<file path="src/rtl/bit_scan_pkg.sv">
// Shared definitions for the bit scanner: mode codes, FSM states and a sizing helper.
package bit_scan_pkg;

    localparam logic [1:0] MODE_ZEROS = 2'b00;
    localparam logic [1:0] MODE_ONES  = 2'b01;
    localparam logic [1:0] MODE_LZ    = 2'b10;
    localparam logic [1:0] MODE_TZ    = 2'b11;

    typedef enum logic [1:0] {
        IDLE = 2'b00,
        RUN  = 2'b01,
        DONE = 2'b10
    } state_t;

    function automatic int unsigned ceil_div(input int unsigned n, input int unsigned d);
        return (n + d - 1) / d;
    endfunction

endpackage

</file>
<file path="src/rtl/bit_chunk_eval.sv">
// Combinational evaluation of one STEP-bit chunk: increment for the selected mode and a
// flag telling whether any valid bit is set.
module bit_chunk_eval
    import bit_scan_pkg::*;
#(
    parameter int unsigned STEP = 1,
    localparam int unsigned IW  = $clog2(STEP + 1)
) (
    input  logic [STEP-1:0] chunk,
    input  logic [STEP-1:0] valid,
    input  logic [1:0]      mode,
    output logic [IW-1:0]   inc,
    output logic            has_one
);

    logic seen;

    always_comb begin
        inc  = '0;
        seen = 1'b0;
        for (int unsigned i = 0; i < STEP; i++) begin
            if (valid[i]) begin
                unique case (mode)
                    MODE_ZEROS: if (!chunk[i]) inc = inc + IW'(1);
                    MODE_ONES:  if (chunk[i])  inc = inc + IW'(1);
                    default: begin
                        // Zero-run counting stops at the lowest set bit of the chunk.
                        if (!seen) begin
                            if (chunk[i]) seen = 1'b1;
                            else          inc  = inc + IW'(1);
                        end
                    end
                endcase
            end
        end
        has_one = |(chunk & valid);
    end

endmodule

</file>
<file path="src/rtl/bit_scan_counter.sv">
// Multi-cycle bit scanner: counts zeros, ones, leading or trailing zeros of a latched
// operand, STEP bits per cycle, with fixed latency and restart-on-start.
module bit_scan_counter
    import bit_scan_pkg::*;
#(
    parameter int unsigned WIDTH = 8,
    parameter int unsigned STEP  = 1,
    localparam int unsigned CW   = $clog2(WIDTH + 1)
) (
    input  logic             clk,
    input  logic             rst,
    input  logic             start,
    input  logic [1:0]       mode,
    input  logic [WIDTH-1:0] a,
    output logic [CW-1:0]    count,
    output logic             busy,
    output logic             done
);

    localparam int unsigned NCHUNK = ceil_div(WIDTH, STEP);
    localparam int unsigned PADW   = NCHUNK * STEP;
    localparam int unsigned IXW    = (NCHUNK > 1) ? $clog2(NCHUNK) : 1;
    localparam int unsigned IW     = $clog2(STEP + 1);

    state_t           state_q, state_d;
    logic [1:0]       mode_q;
    logic [PADW-1:0]  op_q;
    logic [IXW-1:0]   idx_q;
    logic [CW-1:0]    count_q;
    logic             found_q;

    logic [WIDTH-1:0] a_rev;
    logic [STEP-1:0]  chunk;
    logic [STEP-1:0]  valid;
    logic [IW-1:0]    inc;
    logic             has_one;
    logic             last;
    logic [CW-1:0]    inc_eff;
    int unsigned      base;

    always_comb begin
        a_rev = '0;
        for (int unsigned i = 0; i < WIDTH; i++) begin
            a_rev[i] = a[WIDTH-1-i];
        end
    end

    always_comb begin
        base  = STEP * 32'(idx_q);
        chunk = STEP'(op_q >> base);
        valid = '0;
        // Bits beyond WIDTH in the final chunk are padding.
        for (int unsigned j = 0; j < STEP; j++) begin
            valid[j] = (base + j) < WIDTH;
        end
    end

    bit_chunk_eval #(
        .STEP (STEP)
    ) u_eval (
        .chunk   (chunk),
        .valid   (valid),
        .mode    (mode_q),
        .inc     (inc),
        .has_one (has_one)
    );

    assign last    = (idx_q == IXW'(NCHUNK - 1));
    assign inc_eff = (mode_q[1] && found_q) ? '0 : CW'(inc);

    always_comb begin
        state_d = state_q;
        if (start) begin
            state_d = RUN;
        end else if (state_q == RUN && last) begin
            state_d = DONE;
        end
    end

    always_ff @(posedge clk or posedge rst) begin
        if (rst) begin
            state_q <= IDLE;
            mode_q  <= MODE_ZEROS;
            op_q    <= '0;
            idx_q   <= '0;
            count_q <= '0;
            found_q <= 1'b0;
        end else begin
            state_q <= state_d;
            if (start) begin
                mode_q  <= mode;
                op_q    <= PADW'((mode == MODE_LZ) ? a_rev : a);
                idx_q   <= '0;
                count_q <= '0;
                found_q <= 1'b0;
            end else if (state_q == RUN) begin
                count_q <= count_q + inc_eff;
                idx_q   <= idx_q + IXW'(1);
                if (has_one) found_q <= 1'b1;
            end
        end
    end

    assign count = count_q;
    assign busy  = (state_q == RUN);
    assign done  = (state_q == DONE);

endmodule

</file>
<file path="config.mk">
export PLATFORM = sky130hd
export DESIGN_NAME = bit_scan_counter
export DESIGN_NICKNAME = d
export VERILOG_FILES = /design/src/rtl/bit_scan_pkg.sv /design/src/rtl/bit_chunk_eval.sv /design/src/rtl/bit_scan_counter.sv
export SDC_FILE = /design/constraint.sdc
export NUM_CORES = 1
export LEC_CHECK = 0
export CAP_MARGIN = 20
export CORE_UTILIZATION = 35
export DETAILED_ROUTE_END_ITERATION = 16
export SYNTH_ARGS = -nofsm -noshare
export SYNTH_HDL_FRONTEND = slang
export SYNTH_HIERARCHICAL = 1
export SYNTH_SLANG_ARGS = --single-unit
</file>
<file path="constraint.sdc">
create_clock -name clk -period 2.75 [get_ports clk]
set_clock_uncertainty 0.1 [all_clocks]
set_input_delay 0.55 -clock clk [delete_from_list [all_inputs] [get_ports clk]]
set_output_delay 0.55 -clock clk [all_outputs]
set_load 0.01 [all_outputs]
</file>
==> results.cfg <==
[clocking]
cts_made_buffers = 3
htree_levels = 1
cts_tree = built
clkTransAtPathRegs_ns = 0.11
clockRootBuffer = clkbuf_4
clock_path_buffers = 2
insertion_delay_ns = 0.30
cts_hold_buf = 0
clock-sinks = 20

[cells_and_area]
final_cells = 152
antenna_cells = 0
layout-drive-gt1-share_pct = 14.88
layout_commonest_cell = dfrtp_1
area_delta_synth_final_pct = 25.82
n_fill_cell = 279
post-route-util_pct = 46.87
layout.nets = 140
final_cell_mix = dfrtp_1 (20), clkdlybuf4s50_1 (18), nor2_1 (17), nand2_1 (16), a31oi_1 (8)

[power_and_ir_drop]
leakage_nw = 0.5885
max-vdd-ir-drop_uv = 258.8
power_density_mw_per_mm2 = 481.7
total_power_uw = 622.6

[sta]
setup_ws_ns = 0.1246
period_needed_ns = 2.625
rsz0062_at_grt = true
tightest_slew_ns = 0.7650
max_freq_mhz = 380.9
finalCritPeriodShare_pct = 95.47
finalSetupViolations = 0
fin_setup_tns_ns = 0
maxSlewHeadroom_pct = 48.94
slew_viol_final = 0
final_hold_viol_count = 0

[yosys]
synthFlopType = dfrtp_1
ys_seq_area_share_pct = 48.72
synth_edf_count = 0
async_reset_ff_share_pct = 100.0
syn_inst = 101
syn_avg_cell_area_um2 = 10.17
yosysTopAreaCell = dfrtp_1
synth_seq_cells = 20
syn_area_mm2 = 0.001027
synth_top_area_share_pct = 48.72
synthTopCellsByArea = dfrtp_1 (49%), nor2_1 (6.2%), nand2_1 (5.8%)
synth_cell_types = 26
ys_warn_count = 6

[worst_setup_path]
arrival_ns = 2.69
critical_path_class = reg2reg
critPathRequiredTime_ns = 2.82
end_kind = flip-flop
slowest_stage = mux4_2
cpMostUsedCell = mux2_4
worstPathMaxFanout = 3
slowest_delay_ns = 0.51
path_cells = mux4_2 > mux2_4 > and2_4 > mux2_4 > a21boi_2 > ha_2 > ha_4 > nand3b_1 > xor2_1 > nor2_1
cp-start-kind = flip-flop

[route]
dr.pass1.iters = 4
drtIter0Drc = 10
via_count = 762
drc = 0
postRouteAntennaNets = 0
wl_per_cell_um = 12.11
viasPerCell = 5.013
wl_um = 1840

[job]
cap_violations = 0

[place]
gp_congestion = 0.7362
placed_cells = 147
place_hpwl_um = 1326
preCtsSetupSlack_ns = 0.01400
io_buffer_count = 18

[grt]
top_usage_layer = met2
antenna_found_initial = 0
grt-ovfl-total = 0
grt_max_degree = 21
grt_pass1_vias = 748
grt_pass1_wl_um = 3243
grt.total_usage_pct = 13.14
gr-usage-met3_pct = 2.093
use_met1_pct = 15.80
grt_util_met2_pct = 23.30

[floorplan]
die_area_mm2 = 0.003156
num_rows = 19
start_util_pct = 37.25
die_y_um = 56.18
die_x_um = 56.18
ioPinCount = 19
core_area_mm2 = 0.002758

[outcome]
run_status = completed

[hold_path]
hp-class = reg2reg
[report_power, final]
group | switching, mW | leakage [nW] | internal (mW)
Combinational | 0.0559 | 0.331 | 0.0851
Clock | 0.0872 | 0.0138 | 0.0511
Sequential | 0.0222 | 0.244 | 0.321
[worst max-delay path, delay by kind of cell (launching register included)]
family / cells / cell delay [ns]
simple gates: 3 / 0.27
compound gates: 1 / 0.15
flops: 1 / 0.42
mux: 3 / 1.04
xor+xnor: 1 / 0.16
fa+ha+maj: 2 / 0.35
[through the flow]
stage / area (um2) / hold slack (ns)
detailed placement: 1237 / 0.3786
global placement: 1237 / 0.3873
CTS: 1267 / 0.4063
global route: 1292 / 0.4456
floorplan: 1031 / 0.3576
finish: 1292 / 0.4265
[flip-flops by register name (all words and copies together) (netlist names)]
register	cells
op_q	8
count	4
idx_q	3
mode_q	2
state_q	2
found_q	1
[layer usage]
metal / vias to the layer above / wire, um
met5: - / 0
met4: 0 / 19
met3: 2 / 59
met2: 15 / 898
met1: 363 / 862
li1: 382 / -
[cells in the mapped netlist (all sizes together) (3+ instances only)]
cell    count
a31oi       8
buf         4
dfrtp      20
ha          4
mux2        5
mux2i       4
nand2      16
nand2b      3
nor2       17
nor2b       3
[final timing paths]
check | from | endpoint | slack [ns] | cells after the start
max | idx_q[0] | count[2] | 0.12 | 10
min | found_q | found_q | 0.43 | 2
max reg2reg | idx_q[0] | count[2] | 0.12 | 10
min reg2reg | found_q | found_q | 0.43 | 2
max in group asynchronous | rst | op_q[5] | 1.49 | 2
min in group asynchronous | rst | count[0] | 0.58 | 2
[timing repair]
item / CTS / global route
setup buffers: 1 / 1
cloned: 0 / 0
gates resized for setup: 0 / 9
pin swaps: 0 / 2
endpoints found under the setup margin: 1 / 3
[cell type report]
class / instances / area (um2) / area share (%)
multi-input combinational: 75 / 516.7 / 39.98
sequential: 20 / 500.5 / 38.72
timing repair buffer: 22 / 210.2 / 16.26
tap: 31 / 38.79 / 3.001
clock buffer: 3 / 22.52 / 1.742
inverter: 1 / 3.754 / 0.2904
[cells by family after synthesis]
group	after synthesis	synth area share, %
other	1	0.3651
adder cells (fa/ha/maj)	4	4.872
buffers and inverters	7	3.045
multiplexers	11	14.86
flip-flops	20	48.72
XOR/XNOR	2	1.706
AND/OR/NAND/NOR	44	19.12
AO/OA/AOI/OAI	12	7.309
Note: power is estimated with default switching activity, not from simulation.
